===== src/rtl/inst_sequencer_pkg.sv =====
// Shared definitions for the attention-pass instruction sequencer:
// instruction bit map, state encoding and DIV sub-step count.
package inst_sequencer_pkg;

  localparam int INST_W    = 20;
  localparam int ADD_W     = 4;
  localparam int PH_W      = 8;
  localparam int DIV_STEPS = 6;

  // Instruction word bit positions
  localparam int B_FIFO_EXT_RD = 19;
  localparam int B_DIV         = 18;
  localparam int B_ACC         = 17;
  localparam int B_OFIFO_RD    = 16;
  localparam int B_QK_ADD      = 12;  // [15:12]
  localparam int B_P_ADD       = 8;   // [11:8]
  localparam int B_EXECUTE     = 7;
  localparam int B_LOAD        = 6;
  localparam int B_QMEM_RD     = 5;
  localparam int B_QMEM_WR     = 4;
  localparam int B_KMEM_RD     = 3;
  localparam int B_KMEM_WR     = 2;
  localparam int B_PMEM_RD     = 1;
  localparam int B_PMEM_WR     = 0;

  // Declaration order is the pass order; the sequencer advances by +1.
  typedef enum logic [4:0] {
    ST_IDLE,
    ST_QWR,
    ST_QWR_END,
    ST_KWR,
    ST_KWR_END,
    ST_GAP,
    ST_KLOAD,
    ST_KLOAD_E1,
    ST_KLOAD_E2,
    ST_WAIT1,
    ST_EXEC,
    ST_EXEC_END,
    ST_WAIT2,
    ST_MOVE,
    ST_MOVE_END,
    ST_DIV,
    ST_DIV_END
  } st_e;

endpackage


===== src/rtl/inst_sequencer_sfp_div_stepper.sv =====
// DIV phase stepper: advances the shared sub-step/row counters through
// D0..D5 per row and decodes the strobes for the upcoming sub-step.
module sfp_div_stepper
  import inst_sequencer_pkg::*;
#(
  parameter int total_cycle = 8
) (
  input  logic              i_enter,
  input  logic [PH_W-1:0]   i_step,
  input  logic [ADD_W-1:0]  i_row,
  output logic [PH_W-1:0]   o_step_nxt,
  output logic [ADD_W-1:0]  o_row_nxt,
  output logic              o_last,
  output logic [INST_W-1:0] o_inst
);

  logic w_row_inc;

  assign w_row_inc = (i_step == PH_W'(DIV_STEPS - 1));
  assign o_last    = w_row_inc && (i_row == ADD_W'(total_cycle - 1));

  // Next sub-step and row; entering DIV always restarts at D0 of row 0
  always_comb begin
    o_step_nxt = i_step + PH_W'(1);
    o_row_nxt  = i_row;
    if (i_enter) begin
      o_step_nxt = '0;
      o_row_nxt  = '0;
    end else if (w_row_inc) begin
      o_step_nxt = '0;
      o_row_nxt  = i_row + ADD_W'(1);
    end
  end

  // Strobes for the sub-step that will be presented next cycle
  always_comb begin
    o_inst = '0;
    o_inst[B_P_ADD +: ADD_W] = o_row_nxt;
    case (o_step_nxt)
      8'd0: o_inst[B_PMEM_RD] = 1'b1;
      8'd1: begin
        o_inst[B_PMEM_RD] = 1'b1;
        o_inst[B_ACC]     = 1'b1;
      end
      8'd2: o_inst[B_PMEM_RD] = 1'b1;
      8'd3: begin
        o_inst[B_PMEM_RD] = 1'b1;
        o_inst[B_DIV]     = 1'b1;
      end
      8'd4: begin
        o_inst[B_PMEM_WR] = 1'b1;
        o_inst[B_DIV]     = 1'b1;
      end
      default: begin
        o_inst[B_DIV]            = 1'b1;
        o_inst[B_FIFO_EXT_RD]    = 1'b1;
        o_inst[B_P_ADD +: ADD_W] = o_row_nxt + ADD_W'(1);
      end
    endcase
  end

endmodule


===== src/rtl/inst_sequencer.sv =====
// Attention-pass instruction sequencer. One start request walks Q write,
// K write, K load, execute, move and divide, emitting a registered
// instruction word each cycle.
//
//  state       | meaning
//  ------------+-----------------------------------------------
//  IDLE        | waiting for start, inst = 0
//  QWR         | write Q rows 0..total_cycle-1
//  QWR_END     | one quiet cycle
//  KWR         | write K rows 0..col-1
//  KWR_END     | one quiet cycle
//  GAP         | gap_cycles quiet cycles before K load
//  KLOAD       | col+1 load cycles, kmem read lags one cycle
//  KLOAD_E1    | final load cycle without kmem read
//  KLOAD_E2    | one quiet cycle
//  WAIT1       | wait_cycles quiet cycles
//  EXEC        | execute rows 0..total_cycle-1
//  EXEC_END    | one quiet cycle
//  WAIT2       | wait_cycles quiet cycles
//  MOVE        | ofifo -> pmem rows 0..total_cycle-1
//  MOVE_END    | one quiet cycle
//  DIV         | D0..D5 per row, driven by sfp_div_stepper
//  DIV_END     | quiet cycle, done pulse
//
// gap_cycles and wait_cycles must be at least 1; total_cycle and col at most 16.
module inst_sequencer
  import inst_sequencer_pkg::*;
#(
  parameter int total_cycle = 8,
  parameter int col         = 8,
  parameter int wait_cycles = 10,
  parameter int gap_cycles  = 2
) (
  input  logic              clk,
  input  logic              reset,
  input  logic              start,
  output logic [INST_W-1:0] inst,
  output logic              busy,
  output logic              done
);

  st_e               r_state;
  logic [PH_W-1:0]   r_phase;
  logic [ADD_W-1:0]  r_row;
  logic [INST_W-1:0] r_inst;
  logic              r_busy;
  logic              r_done;

  st_e               w_state_nxt;
  logic [PH_W-1:0]   w_phase_nxt;
  logic [ADD_W-1:0]  w_row_nxt;
  logic [INST_W-1:0] w_inst_nxt;
  logic [PH_W-1:0]   w_len;
  logic              w_end;
  logic [PH_W-1:0]   w_div_step;
  logic [ADD_W-1:0]  w_div_row;
  logic              w_div_last;
  logic [INST_W-1:0] w_div_inst;
  logic [ADD_W-1:0]  w_kload_add;

  sfp_div_stepper #(
    .total_cycle (total_cycle)
  ) u_div_stepper (
    .i_enter    (r_state == ST_MOVE_END),
    .i_step     (r_phase),
    .i_row      (r_row),
    .o_step_nxt (w_div_step),
    .o_row_nxt  (w_div_row),
    .o_last     (w_div_last),
    .o_inst     (w_div_inst)
  );

  // Length of the current state in cycles
  always_comb begin
    w_len = PH_W'(1);
    case (r_state)
      ST_QWR, ST_EXEC, ST_MOVE: w_len = PH_W'(total_cycle);
      ST_KWR:                   w_len = PH_W'(col);
      ST_KLOAD:                 w_len = PH_W'(col + 1);
      ST_GAP:                   w_len = PH_W'(gap_cycles);
      ST_WAIT1, ST_WAIT2:       w_len = PH_W'(wait_cycles);
      default:                  w_len = PH_W'(1);
    endcase
  end

  assign w_end = (r_state == ST_DIV) ? w_div_last : (r_phase == w_len - PH_W'(1));

  // Next state and shared phase/row counters
  always_comb begin
    w_state_nxt = r_state;
    w_phase_nxt = r_phase + PH_W'(1);
    w_row_nxt   = r_row;
    if (r_state == ST_IDLE) begin
      w_phase_nxt = '0;
      w_row_nxt   = '0;
      if (start) w_state_nxt = ST_QWR;
    end else if (w_end) begin
      w_state_nxt = (r_state == ST_DIV_END) ? ST_IDLE : st_e'(r_state + 5'd1);
      w_phase_nxt = '0;
      w_row_nxt   = '0;
    end else if (r_state == ST_DIV) begin
      w_phase_nxt = w_div_step;
      w_row_nxt   = w_div_row;
    end
  end

  // K load address trails the load strobe by one row after the first read
  assign w_kload_add = (w_phase_nxt > PH_W'(1)) ? ADD_W'(w_phase_nxt - PH_W'(1)) : '0;

  // Instruction word for the upcoming cycle
  always_comb begin
    w_inst_nxt = '0;
    case (w_state_nxt)
      ST_QWR: begin
        w_inst_nxt[B_QMEM_WR]            = 1'b1;
        w_inst_nxt[B_QK_ADD +: ADD_W]    = w_phase_nxt[ADD_W-1:0];
      end
      ST_KWR: begin
        w_inst_nxt[B_KMEM_WR]            = 1'b1;
        w_inst_nxt[B_QK_ADD +: ADD_W]    = w_phase_nxt[ADD_W-1:0];
      end
      ST_KLOAD: begin
        w_inst_nxt[B_LOAD]               = 1'b1;
        w_inst_nxt[B_KMEM_RD]            = (w_phase_nxt != '0);
        w_inst_nxt[B_QK_ADD +: ADD_W]    = w_kload_add;
      end
      ST_KLOAD_E1: w_inst_nxt[B_LOAD]    = 1'b1;
      ST_EXEC: begin
        w_inst_nxt[B_EXECUTE]            = 1'b1;
        w_inst_nxt[B_QMEM_RD]            = 1'b1;
        w_inst_nxt[B_QK_ADD +: ADD_W]    = w_phase_nxt[ADD_W-1:0];
      end
      ST_MOVE: begin
        w_inst_nxt[B_OFIFO_RD]           = 1'b1;
        w_inst_nxt[B_PMEM_WR]            = 1'b1;
        w_inst_nxt[B_P_ADD +: ADD_W]     = w_phase_nxt[ADD_W-1:0];
      end
      ST_DIV:  w_inst_nxt = w_div_inst;
      default: w_inst_nxt = '0;
    endcase
  end

  // Sequencer registers and registered outputs
  always_ff @(posedge clk) begin
    if (reset) begin
      r_state <= ST_IDLE;
      r_phase <= '0;
      r_row   <= '0;
      r_inst  <= '0;
      r_busy  <= 1'b0;
      r_done  <= 1'b0;
    end else begin
      r_state <= w_state_nxt;
      r_phase <= w_phase_nxt;
      r_row   <= w_row_nxt;
      r_inst  <= w_inst_nxt;
      r_busy  <= (w_state_nxt != ST_IDLE);
      r_done  <= (w_state_nxt == ST_DIV_END);
    end
  end

  assign inst = r_inst;
  assign busy = r_busy;
  assign done = r_done;

endmodule


===== config.mk =====
export PLATFORM = sky130hd
export DESIGN_NAME = inst_sequencer
export DESIGN_NICKNAME = d
export VERILOG_FILES = /design/src/rtl/inst_sequencer_pkg.sv /design/src/rtl/inst_sequencer_sfp_div_stepper.sv /design/src/rtl/inst_sequencer.sv
export SDC_FILE = /design/constraint.sdc
export NUM_CORES = 1
export LEC_CHECK = 0
export ABC_AREA = 1
export BUFFER_PORTS_ARGS = -buffer_cell sky130_fd_sc_hd__buf_2
export CAP_MARGIN = 25
export CORE_MARGIN = 5
export CORE_UTILIZATION = 51
export DETAILED_ROUTE_END_ITERATION = 16
export PLACE_DENSITY = 0.78
export SLEW_MARGIN = 30
export SYNTH_ARGS = -nofsm -noshare
export SYNTH_HDL_FRONTEND = slang
export SYNTH_SLANG_ARGS = --single-unit

===== constraint.sdc =====
create_clock -name clk -period 3.7 [get_ports clk]
set_input_delay 0.185 -clock clk [delete_from_list [all_inputs] [get_ports clk]]
set_output_delay 0.185 -clock clk [all_outputs]
set_load 0.1 [all_outputs]

==> flow_summary.toml <==
[outcome]
status = "finished, final reports clean"

[global_route]
busiest_layer = "met2"
grt_use_total_pct = 17.93
antenna_found_initial = 0
grt_util_met1_pct = 21.35
grt_use_met3_pct = 3.104
overflow = 0
globalRouteMet2Util_pct = 32.49
grt_pass1_wl_mm = 9.259
grt_max_degree = 14
grt_pass1_vias = 2164

[sta]
relSlewSlack_pct = 63.92
setup_viol = 0
worst_pin_slew_ns = 0.5362
final.period_utilization_pct = 86.48
rsz0062_at_grt = "no"
tns_ns = 0
fmax_mhz = 312.5
fin_crit_ns = 3.200
clock-skew-final_ns = 0.01275
slew_violations = 0
hold_ws_ns = 0.2242
final-hold-violation-count = 0

[worst_setup_path]
criticalPathCategory = "flop to flop"
worstPathMaxFanout = 11
end_kind = "flop"
crit_path_start_kind = "flop"
required_ns = 3.94
crit_arrival_ns = 3.44

[yosys]
syn_nets = 390
synth_top_area_share_pct = 31.66
ys_top_cells_by_area = "dfxtp_1 (32%), nand2_1 (13%), ha_1 (8.2%)"
ys_seq_elements = 41
netlist_instances = 370
ys_warn_count = 0
yosysSeqAreaShare_pct = 31.66
ys_types = 35
synth_area_sq_um = 2592
avgSynthCellArea_sq_um = 7.007
synth_largest_area_cell = "dfxtp_1"

[clock_network]
cts.repair.resized = 0
postCtsSetupBuffers = 0
clk_pin_slew_ns = 0.09
root_buffer = "clkbuf_8"
cts_made_buffers = 5
holdBufCountCts = 0
htreeDepth = 2
clkSinkCount = 41
cts.path.max_buffers = 2
clk_latency_ns = 0.29
cts_tree = "yes"

[detailed_routing]
totalWireLength_mm = 5.547
viasPerCell = 5.015
drt_iter0_drc = 178
dr.pass1.iters = 4
route.detailed.drc = 0
ant_nets = 0
vias = 2352
detail_route.wl_per_cell_microns = 11.83

[placed_design]
place_congestion = 0.8965
dpl.hpwl_mm = 4.508
place_inst = 461
io_buffers = 24

[layout]
drive_gt1_share_pct = 21.05
final_common_cell = "nand2_1"
final_util_pct = 57.49
post_layout_nonfiller_instances = 469
n_antenna_cell = 0
nets = 418
area_growth_pct = 11.10
layout_common_cells = "nand2_1 (90), inv_1 (54), nor2_1 (43), dfxtp_1 (41), buf_2 (24)"

[flow_run]
cap_violations = 0

[power]
leakage_nw = 1.484
ir_drop_v = 0.0004904
powerDensity_nw_per_um2 = 731.8

[floorplan]
fp-row-count = 26
io_pins = 25
coreArea_sq_um = 5010
dieArea_sq_um = 6609
die_w_microns = 81.30
die_y_microns = 81.30
initial_core_util_pct = 51.75

[hold_path]
hold_class = "primary input to flop"
Yosys cell counts, drive strengths merged:
master,instances
a211oi,3
a21oi,7
and2,1
buf,2
clkbuf,1
dfxtp,41
ha,17
inv,59
nand2,106
nand3,29
nand3b,1
nand4,9
nor2,55
nor3,6
nor4,4
o211ai,1
o21ai,17
or2,3
or3,1
xnor2,1
xor2,6
where the power goes:
group | internal [mW] | leakage (nW) | switching (mW)
clock network | 0.151 | 0.0512 | 0.164
registers | 0.492 | 0.332 | 0.0383
logic | 0.374 | 1.10 | 0.888
flip-flops by register name, summed over array words and instances (netlist names), named ones only:
name     flops
r_phase      8
done         1
r_row        4
busy         1
inst        19
r_state      5
per-layer routing:
metal | share of wire, % | vias up
met4 | 1.1 | 0
met3 | 3.5 | 6
met2 | 50 | 52
met1 | 45 | 1071
met5 | 0 | -
li1 | - | 1223
worst max-delay path: stages (launching register included):
cell     delay, ns
dfxtp_1       0.38
ha_1          0.18
nand2_1       0.07
nor2_1        0.10
ha_1          0.39
inv_1         0.14
nand2_1       0.09
nor2_1        0.05
nand2_1       0.07
nor2_2        0.04
nand2_2       0.12
nand3_4       0.15
nor2_2        0.20
nand2_1       0.17
ha_1          0.28
or2_2         0.28
nand2_1       0.14
nand4_1       0.11
nand2_1       0.06
nand2_1       0.05
inv_1         0.06
worst paths after layout:
| check | start | end | slack [ns] | cells past startpoint |
|---|---|---|---|---|
| worst max register to register | r_state[1] | inst[12] | 0.50 | 20 |
| worst min register to register | r_row[2] | r_row[2] | 0.51 | 2 |
| worst max-delay path | r_state[1] | inst[12] | 0.50 | 20 |
| worst min-delay path | reset | inst[7] | 0.22 | 2 |
final cells by class:
class | count | area [sq um]
Multi-Input combinational cell | 267 | 1534
Clock inverter | 2 | 13.76
Timing Repair Buffer | 24 | 120.1
Inverter | 59 | 221.5
Tap cell | 70 | 87.58
Sequential cell | 41 | 820.8
Fill cell | 498 | 2130
Clock buffer | 6 | 82.58
kinds of logic after synthesis:
logic type / synth area share, %
flip-flops: 31.66
AND/OR/NAND/NOR: 42.23
AO/OA/AOI/OAI: 6.371
adder cells (fa/ha/maj): 8.204
XOR/XNOR: 2.365
buffers and inverters: 9.170
metrics by stage:
stage	total power [mW]	area (sq um)	setup WS (ns)
2_1_floorplan	1.576	2592	0.9429
3_3_place_gp	1.747	2784	0.7750
3_5_place_dp	1.787	2784	0.5823
4_1_cts	2.098	2880	0.5402
5_1_grt	2.262	2880	0.1775
6_report	2.108	2880	0.5003
Note: power is estimated with default switching activity, not from simulation.
